<file path="src/rtl/argmax_lane_packer_pkg.sv">
// Shared constants, FSM state type, word sideband type and pad-value helper
// for the argmax lane packer.
package argmax_lane_packer_pkg;

  localparam int ARGMAX_LANES      = 16;
  localparam int ARGMAX_LANE_IDX_W = 4;

  typedef enum logic {
    ST_FILL = 1'b0,
    ST_PEND = 1'b1
  } pack_state_e;

  // Lanes are carried as a flat vector alongside this, since their width follows WIDTH.
  typedef struct packed {
    logic [ARGMAX_LANES-1:0] mask;
    logic                    first;
    logic                    last;
  } argmax_word_side_t;

  // Most-negative two's complement value for the given width; callers slice to width.
  function automatic logic [63:0] min_signed(input int width);
    return 64'(1) << (width - 1);
  endfunction

endpackage

</file>
<file path="src/rtl/argmax_lane_fill_reg.sv">
// Fill register: lane write, lane mask, write pointer and padding of unfilled lanes.
// The word view merges the sample being written this cycle so completion can load it directly.
module argmax_lane_fill_reg
  import argmax_lane_packer_pkg::*;
#(
  parameter int WIDTH = 8
) (
  input  logic                            clk,
  input  logic                            rst,
  input  logic                            wr,
  input  logic                            clr,
  input  logic [WIDTH-1:0]                data,
  output logic [ARGMAX_LANES*WIDTH-1:0]   word_lanes,
  output logic [ARGMAX_LANES-1:0]         word_mask,
  output logic                            ptr_last
);

  localparam logic [WIDTH-1:0] PAD = WIDTH'(min_signed(WIDTH));

  logic [ARGMAX_LANES-1:0][WIDTH-1:0] lanes_q;
  logic [ARGMAX_LANES-1:0]            mask_q;
  logic [ARGMAX_LANE_IDX_W-1:0]       ptr_q;

  assign ptr_last = (ptr_q == {ARGMAX_LANE_IDX_W{1'b1}});

  always_comb begin
    word_mask = mask_q;
    if (wr) word_mask[ptr_q] = 1'b1;
    word_lanes = '0;
    for (int k = 0; k < ARGMAX_LANES; k++) begin
      if (!word_mask[k])
        word_lanes[k*WIDTH +: WIDTH] = PAD;
      else if (wr && (ptr_q == ARGMAX_LANE_IDX_W'(k)))
        word_lanes[k*WIDTH +: WIDTH] = data;
      else
        word_lanes[k*WIDTH +: WIDTH] = lanes_q[k];
    end
  end

  // Clear wins over write: a completing sample leaves through word_lanes on the same edge.
  always_ff @(posedge clk or posedge rst) begin
    if (rst) begin
      lanes_q <= '0;
      mask_q  <= '0;
      ptr_q   <= '0;
    end else if (clr) begin
      mask_q  <= '0;
      ptr_q   <= '0;
    end else if (wr) begin
      lanes_q[ptr_q] <= data;
      mask_q[ptr_q]  <= 1'b1;
      ptr_q          <= ptr_q + 1'b1;
    end
  end

endmodule

</file>
<file path="src/rtl/argmax_lane_packer.sv">
// Packs a scalar signed sample stream into 16-lane words with first/last/mask sideband.
// Optional out_base_index port enabled by defining ARGMAX_LANE_PACKER_BASE_INDEX_EN.
//
// state   | meaning
// ST_FILL | accepting samples into the fill register
// ST_PEND | fill word complete, waiting for the output register to free
module argmax_lane_packer
  import argmax_lane_packer_pkg::*;
#(
  parameter int WIDTH        = 8,
  parameter int ARGMAX_WIDTH = 8,
  parameter int LANES        = 16
) (
  input  logic                     clk,
  input  logic                     rst,
  input  logic                     enable,
  input  logic                     in_valid,
  output logic                     in_ready,
  input  logic [WIDTH-1:0]         in_data,
  input  logic                     in_last,
  output logic                     out_valid,
  input  logic                     out_ready,
  output logic [LANES*WIDTH-1:0]   out_lanes,
  output logic [LANES-1:0]         out_lane_mask,
  output logic                     out_first,
  output logic                     out_last
`ifdef ARGMAX_LANE_PACKER_BASE_INDEX_EN
  , output logic [ARGMAX_WIDTH-1:0] out_base_index
`endif
);

  localparam int GRP_W = ARGMAX_WIDTH - ARGMAX_LANE_IDX_W;

  pack_state_e       state;
  logic [GRP_W-1:0]  grp_q;
  logic [GRP_W-1:0]  grp_next;
  logic              frame_start_q;
  logic              pend_last_q;

  logic                          accept;
  logic                          xfer;
  logic                          out_free;
  logic                          complete;
  logic                          load;
  logic                          word_last;
  logic [LANES*WIDTH-1:0]        fill_lanes;
  logic [LANES-1:0]              fill_mask;
  logic                          ptr_last;
  argmax_word_side_t             side;

  assign in_ready  = enable && (state == ST_FILL);
  assign accept    = in_valid && in_ready;
  assign xfer      = enable && out_valid && out_ready;
  assign out_free  = !out_valid || out_ready;
  assign complete  = accept && (ptr_last || in_last);
  assign word_last = (state == ST_PEND) ? pend_last_q : in_last;
  assign load      = enable && out_free && (complete || (state == ST_PEND));
  assign grp_next  = xfer ? (out_last ? '0 : grp_q + 1'b1) : grp_q;

  assign side.mask  = fill_mask;
  assign side.first = frame_start_q;
  assign side.last  = word_last;

  argmax_lane_fill_reg #(
    .WIDTH (WIDTH)
  ) u_fill (
    .clk        (clk),
    .rst        (rst),
    .wr         (accept),
    .clr        (load),
    .data       (in_data),
    .word_lanes (fill_lanes),
    .word_mask  (fill_mask),
    .ptr_last   (ptr_last)
  );

  always_ff @(posedge clk or posedge rst) begin
    if (rst) begin
      state          <= ST_FILL;
      grp_q          <= '0;
      frame_start_q  <= 1'b1;
      pend_last_q    <= 1'b0;
      out_valid      <= 1'b0;
      out_lanes      <= '0;
      out_lane_mask  <= '0;
      out_first      <= 1'b0;
      out_last       <= 1'b0;
`ifdef ARGMAX_LANE_PACKER_BASE_INDEX_EN
      out_base_index <= '0;
`endif
    end else if (enable) begin
      if (xfer) begin
        out_valid <= 1'b0;
        grp_q     <= grp_next;
      end
      if (load) begin
        out_valid      <= 1'b1;
        out_lanes      <= fill_lanes;
        out_lane_mask  <= side.mask;
        out_first      <= side.first;
        out_last       <= side.last;
        frame_start_q  <= side.last;
        state          <= ST_FILL;
`ifdef ARGMAX_LANE_PACKER_BASE_INDEX_EN
        // Base follows any transfer on this same edge, so it tracks grp_next.
        out_base_index <= {grp_next, {ARGMAX_LANE_IDX_W{1'b0}}};
`endif
      end else if (complete) begin
        state       <= ST_PEND;
        pend_last_q <= in_last;
      end
    end
  end

endmodule

</file>
<file path="config.mk">
export PLATFORM = sky130hd
export DESIGN_NAME = argmax_lane_packer
export DESIGN_NICKNAME = d
export VERILOG_FILES = /design/src/rtl/argmax_lane_packer_pkg.sv /design/src/rtl/argmax_lane_fill_reg.sv /design/src/rtl/argmax_lane_packer.sv
export SDC_FILE = /design/constraint.sdc
export NUM_CORES = 1
export LEC_CHECK = 0
export CELL_PAD_IN_SITES_DETAIL_PLACEMENT = 0
export CELL_PAD_IN_SITES_GLOBAL_PLACEMENT = 1
export CORE_ASPECT_RATIO = 1.5
export CORE_MARGIN = 2
export CORE_UTILIZATION = 44
export DETAILED_ROUTE_END_ITERATION = 8
export GPL_TIMING_DRIVEN = 0
export PLACE_DENSITY = 0.88
export SYNTH_ARGS = -nofsm -noshare
export SYNTH_HDL_FRONTEND = slang
export SYNTH_SLANG_ARGS = --single-unit
export TNS_END_PERCENT = 100
</file>
<file path="constraint.sdc">
create_clock -name clk -period 15.9 [get_ports clk]
set_input_delay 4.77 -clock clk [delete_from_list [all_inputs] [get_ports clk]]
set_output_delay 4.77 -clock clk [all_outputs]
set_load 0.03 [all_outputs]
</file>
* Yosys cells after proc, flatten, opt, wreduce, memory -nomap -nowiden *
Index checks and enable logic that the tools add are counted.

storage, ports and cells
  bits in registers = 298
  input bits = 14
  output and inout port bits = 148
  logic and storage cells = 130

cells by class
  add/sub/neg operators = 1
  order comparisons = 2
  equality and inequality tests = 15
  multiplexer cells = 46
  bitwise gates (word level) = 3
  reduce and logical (&&, ||, !) cells = 37

operator list
  cell                   number
  $mux W8                33
  $bwmux W128            1
  $demux W8 S4           1
  $eq A4 B4 Y1 const B   8
  $mux W16               2
  $logic_and A1 B1 Y1    24
  $eq A4 B3 Y1 const B   4
  $or A16 B16 Y16        1
  $eq A4 B2 Y1 const B   2
  $mux W4                2
  $reduce_and A2 Y1      4
  $mux W1                6
  $reduce_bool A2 Y1     3
  $lt A4 B5 Y1 const B   1
  $add A4 B1 Y4 const B  1
  $demux W1 S4           1
  $eq A4 B1 Y1 const B   1
  $ge A4 B1 Y1 const B   1
  $logic_not A4 Y1       1
  $logic_or A1 B1 Y1     3
  $reduce_and A3 Y1      1
  $not A1 Y1             2
  $logic_not A1 Y1       1

* Longest topological paths before layout *
Gate-level depths: netlist (run 1).

  depth after elaboration = 8
  mapped depth = 8
  mapped depth without buffers = 6

* Cells and area by module *
Synthesis (run 1) repeated with hierarchy kept, for this count alone.

second synthesis, totals
  cells, all modules = 1,149
  area, all modules = 13,605.5 um2

by module, submodules not included
  module                times used  cells each  area an instance (um2)  seq. area each (um2)
  argmax_lane_fill_reg  1           816         7,963.9                 3,703.6
  argmax_lane_packer    1           333         5,641.7                 3,754.9

* Worst setup path after synthesis (run 1) *
Ideal clock, no wire load.

  path kind = input -> output
  start = input enable
  end = output in_ready
  data arrival time = 5.393 ns
  data required time = 11.130 ns
  path slack = 5.737 ns
  cell stages on the path = 3
  buffers on the path = 1
  path through = buf_2 -> inv_1 -> nor2_1

on the way
  cells in the longest elaborated chain, start to end = 1

ends and longest elaborated chain
  item                 line                      text
  start, declared      argmax_lane_packer.sv:16  input logic enable,
  $logic_and A1 B1 Y1  argmax_lane_packer.sv:51  assign in_ready = enable && (state == ST_FILL);
  end, declared        argmax_lane_packer.sv:18  output logic in_ready,

Every way passes these cells.

* Worst setup path after layout (run 1) *
Ends and elaborated chain as after synthesis.

==> impl_metrics.toml, run 1 <==
[yosys]
synth_area_per_cell_um2 = 10.5
synth_top_cell_area_share_pct = 57.5
async_flop_share_pct = 100
yosysMostFrequentCell = "dfrtp_1"
yosysWarnings = 0
synth_edf_count = 0
yosys.cell_types.count = 50
yosysSeqAreaShare_pct = 57.7
syn_area_um2 = 12900
synth_cells = 1228
synth_commonest_cells = "dfrtp_1 (297), nand2_1 (120), a21oi_1 (112), a31oi_1 (112), nand3_1 (95)"
ys.flop_type = "dfrtp_1"
syn-num-nets = 1246
synth_area_leader_cell = "dfrtp_1"
ys_top_cells_by_area = "dfrtp_1 (58%), a31oi_1 (5.4%), o2bb2ai_1 (5.2%)"
ys_ff_latch = 298

[sta]
drv_slew = 0
fmax_ghz = 0.0886
post-route-worst-setup-slack_ns = 4.61
rsz0062_at_grt = "false"
tightest_slew_ns = 1.13
setup_viol = 0
slew_headroom_pct = 24.9
hold_viol = 0
fin_crit_ns = 11.29
setup_tns_ns = 0
fin_worst_skew_ns = 0.0179
fin_crit_sh_pct = 71.0

[floorplan]
num_io_pins = 162
coreArea_um2 = 28800
start_util_pct = 44.9
die-area_um2 = 30800
die_h_um = 214
die-width_um = 144
num_rows = 76

[global_routing]
overflow = 0
grt_util_met1_pct = 34.5
groute.layer.met3.usage_pct = 3.26
antenna_found_initial = 1
track_usage_pct = 26.9
top_usage_layer = "met2"
grt_pass1_vias = 10815
grt_pass1_wl_mm = 63.6
grt_max_degree = 132
met2_usage_pct = 45.7

[job]
maxCapViolations = 0

[detailed_routing]
wl_per_cell_um = 22.8
detail_route.iter0.violations = 863
ant_nets = 0
wl_mm = 41.5
vias_per_cell = 5.91
vias = 10793
drt-pass1-iter-count = 5
drc_errors = 0

[placed_design]
postPlaceCellArea_um2 = 15000
numPortBuffers = 153
dpl_worst_slack_ns = 4.65
dp_cells = 1773
hpwl_mm = 28.1
routabilityCongestion = 0.887

[worst_setup_path]
worstPathRequired_ns = 11.13
crit_arrival_ns = 6.52
critPathKind = "input pin to output port"
endpoint_kind = "output port"
critical_path.max_fanout = 10
cp-start-kind = "input pin"

[finish]
nFillCells = 2523
layout-drive-gt1-share_pct = 11.8
regArea_um2 = 7460
multi_input_area_um2 = 4910
synthToLayoutAreaGrowth_pct = 23.7
nets = 1431
fin_area_um2 = 16000
fin_cells = 1826
final_util_pct = 55.5

[worst_hold_path]
hold_class = "register to register"

[clock_tree]
clkTransAtPathRegs_ns = 0.06
cts_resized = 0
htreeDepth = 1
post-cts-setup-buffers = 0
cts_tree = "built"
clk_latency_ns = 0.57
clk_path_buf_depth = 3
cts_buffers = 28
cts.sinks = 298
cts_root_buf = "clkbuf_16"
ctsHoldBuffers = 0

[power]
power.density_nw_per_um2 = 175
ir_drop_mv = 0.0782
p_leak_nw = 6.50

[outcome]
status = "complete, no violations"
[worst max-delay path, stage by stage]
cell             delay [ns]
clkdlybuf4s50_1        0.54
buf_2                  0.22
inv_1                  0.08
nor2_1                 0.19
clkdlybuf4s50_1        0.72
[path summary, 6_finish.rpt]
check	startpoint	depth (start not counted)	slack, ns	end
worst min register to register	u_fill.lanes_q[108]$_DFFE_PP0P_	1	0.49	u_fill.lanes_q[108]$_DFFE_PP0P_
worst max register to register	out_valid$_DFFE_PP0P_	6	12.94	out_lanes[103]$_DFFE_PP0P_
worst max-delay path	enable	5	4.61	in_ready
max in group asynchronous	rst	4	9.75	out_lanes[112]$_DFFE_PP0P_
worst min-delay path	u_fill.lanes_q[108]$_DFFE_PP0P_	1	0.49	u_fill.lanes_q[108]$_DFFE_PP0P_
min in group asynchronous	rst	2	4.59	out_lanes[52]$_DFFE_PP0P_
[cell families after synthesis]
| group | count (synthesis) | synth area share, % |
|---|---|---|
| compound gates | 414 | 20.9 |
| simple gates | 332 | 12.4 |
| flops | 298 | 57.7 |
| buf+inv | 130 | 4.32 |
| mux | 47 | 4.13 |
| fa+ha+maj | 4 | 0.387 |
| xor+xnor | 3 | 0.203 |
[layout by cell type (no fill, tap or decap), drive strengths merged, types with 21 or more instances in the layout]
cell / synthesis / final
a21oi: 114 / 114
o2bb2ai: 77 / 77
dfrtp: 297 / 297
nand2: 120 / 120
o21ai: 60 / 60
mux2: 45 / 45
buf: 68 / 70
nand3: 95 / 95
o211ai: 21 / 21
clkdlybuf4s50: 0 / 153
a31oi: 112 / 112
clkbuf: 51 / 95
nor2: 70 / 70
[sequential cells by signal (all words and copies together), names as in the netlist, 4 cells and up]
register        count
out_lanes         128
u_fill.lanes_q    128
out_lane_mask      16
u_fill.mask_q      16
u_fill.ptr_q        4
[through the flow]
step	total power [W]	hold slack, ns
after detailed placement	0.00209	0.473
after global placement	0.00207	0.470
after global routing	0.00293	0.501
after floorplan	0.00170	0.456
final	0.00281	0.488
after CTS	0.00281	0.492
[where the power goes]
| group | internal, W | switching [W] | total [W] |
|---|---|---|---|
| registers | 0.000996 | 0.000158 | 0.00115 |
| logic | 0.000381 | 0.000549 | 0.000930 |
| clock network | 0.000424 | 0.000298 | 0.000722 |
| total | 0.00180 | 0.00101 | 0.00281 |
[metal layers]
layer	routed length (um)	vias to the layer above	part of all wire, %
li1	-	4858	-
met1	16600	5464	40
met2	21100	382	51
met3	2140	89	5.2
met4	1760	0	4.2
met5	0	-	0
[final cells by class]
class	count	share of cell area [%]
buffer	119	3.23
antenna	1	0.0156
clock inverter	8	0.962
multi-input combinational	800	30.7
inverter	11	0.305
timing repair buffer	155	9.92
clock buffer	44	5.19
tap	390	3.05
sequential	298	46.6
Power figures use the tool's default switching activity.
==> inputs of run 2 (changes only) <==
CORE_UTILIZATION = 39   (was 44)
PLACE_DENSITY = 0.83   (was 0.88)
clock period = 10 ns   (was 15.9 ns; I/O delays follow)
==> run 2 against run 1 <==
Net effect:
- via count about the same
- worst hold slack better by 0.0032 ns
- routed wire length up 2.8%
- non-clock buffer count up 5
- setup slack worse by 2.5 ns
- critical endpoint unchanged
- largest power group unchanged
- highest routed layer unchanged
==> impl_metrics.toml, run 2 (synthesis results as in run 1) <==
[outcome]
status = "complete, no violations"

[power]
power_frac_seq_pct = 42.4
clkPwrFrac_pct = 23.3
power.switching_w = 0.00159
p_sw_share_pct = 36.7
p_leak_nw = 6.47
p_total_w = 0.00433
ir_drop_mv = 0.106
power.density_nw_per_um2 = 271
power_frac_comb_pct = 34.3
p_int_w = 0.00274

[worst_setup_path]
crit_slowest_cell = "clkdlybuf4s50_1"
cp-start-kind = "input pin"
path_buf_inv = 4
path_common_cell = "clkdlybuf4s50_1"
cp_top_family = "buffers and inverters"
endpoint_kind = "output port"
critPathKind = "input pin to output port"
worstPathRequired_ns = 7.00
crit_arrival_ns = 4.86
critical_path.cell_chain = "clkdlybuf4s50_1 -> buf_2 -> inv_1 -> nor2_1 -> clkdlybuf4s50_1"
critical_path.max_fanout = 10
slowest_delay_ns = 0.73

[global_routing]
grt_pass1_wl_mm = 65.0
antenna_found_initial = 1
grt_max_degree = 43
grt_pass1_vias = 10923
overflow = 0
track_usage_pct = 24.3

[sta]
fin_crit_ns = 7.86
rsz0062_at_grt = "false"
fin_worst_skew_ns = 0.0178
slew_headroom_pct = 30.6
hold_viol = 0
tightest_slew_ns = 1.04
hold-worst-slack_ns = 0.491
drv_slew = 0
fmax_ghz = 0.127
setup_viol = 0
setup_tns_ns = 0
fin_crit_sh_pct = 78.6

[clock_tree]
clkTransAtPathRegs_ns = 0.06
cts_tree = "built"
cts_root_buf = "clkbuf_16"
cts.sinks = 298
clk_path_buf_depth = 3
ctsHoldBuffers = 0
cts_resized = 0
cts_buffers = 27
htreeDepth = 1
clk_latency_ns = 0.56
post-cts-setup-buffers = 0

[job]
maxCapViolations = 0

[detailed_routing]
ant_nets = 0
drc_errors = 0
wl_per_cell_um = 23.1
vias = 10802
vias_per_cell = 5.84
detail_route.iter0.violations = 921
drt-pass1-iter-count = 7
wl_mm = 42.7

[finish]
multi_input_area_um2 = 4910
layout-drive-gt1-share_pct = 11.9
reg_top3 = "out_lanes (128), u_fill.lanes_q (128)"
regArea_um2 = 7460
nFillCells = 3024
final_util_pct = 48.9
layout_common_cells = "dfrtp_1 (297), clkdlybuf4s50_1 (153), nand2_1 (120)"
nets = 1435
final_common_cell = "dfrtp_1"
synthToLayoutAreaGrowth_pct = 23.4

[floorplan]
start_util_pct = 39.6
die-area_um2 = 34600
die-width_um = 153
num_io_pins = 162
coreArea_um2 = 32600
die_h_um = 227
num_rows = 81

[placed_design]
routabilityCongestion = 0.860
hpwl_mm = 29.8
numPortBuffers = 153

[worst_hold_path]
hold_class = "register to register"
## run 2: per-stage QoR
stage	instances	instance area, um2	setup slack, ns
floorplan	1228	12900	3.04
global placement	1796	15000	0.932
detailed placement	1803	15100	2.18
CTS	1849	15900	2.17
global route	1849	15900	2.13
finish	1850	15900	2.14
## run 2: area by class of cell
type	instances	area share, %
antenna	1	0.0157
buffer	119	3.24
clock buffer	40	4.98
clock inverter	6	0.188
inverter	11	0.282
multi-input combinational	800	30.8
sequential	298	46.8
tap	415	3.26
timing repair buffer	160	10.5
## run 2: path summary, 6_finish.rpt
path	from	to	slack, ns	cells after the start
max	enable	in_ready	2.14	5
max reg2reg	out_valid$_DFFE_PP0P_	out_lane_mask[2]$_DFFE_PP0P_	7.09	6
min in group asynchronous	rst	out_lanes[51]$_DFFE_PP0P_	2.98	2
min	u_fill.lanes_q[54]$_DFFE_PP0P_	u_fill.lanes_q[54]$_DFFE_PP0P_	0.49	1
min reg2reg	u_fill.lanes_q[54]$_DFFE_PP0P_	u_fill.lanes_q[54]$_DFFE_PP0P_	0.49	1
max in group asynchronous	rst	frame_start_q$_DFFE_PP1P_	5.75	5
## run 2: metal layers
metal | track usage, % | share of wire [%] | routed length [um] | vias up
li1 | - | - | - | 4844
met1 | 29.4 | 39 | 16500 | 5503
met2 | 42.6 | 51 | 21800 | 358
met3 | 3.43 | 5.3 | 2260 | 97
met4 | 12.0 | 4.9 | 2100 | 0
met5 | 0 | 0 | 0 | -
## run 2: power groups by stage
stage | Sequential, W | Combinational [W] | Clock (W)
floorplan | 0.00212 | 0.000587 | 0
global placement | 0.00184 | 0.00145 | 0
detailed placement | 0.00185 | 0.00149 | 0
CTS | 0.00183 | 0.00149 | 0.00102
global route | 0.00187 | 0.00159 | 0.00106
finish | 0.00184 | 0.00148 | 0.00101
==> inputs of run 3 (changes only) <==
clock period = 6.4 ns   (was 10 ns; I/O delays follow)
==> results of run 3 <==
The final DEF is identical to that of run 2. Status: complete, no violations.
Among the figures that moved: setup slack after placement 2.18 ns -> 0.737 ns; setup slack after layout 2.14 ns -> 0.700 ns; register-to-register setup slack 7.09 ns -> 3.49 ns; total power 0.00433 W -> 0.00676 W; worst IR drop on VDD 0.106 mV -> 0.165 mV
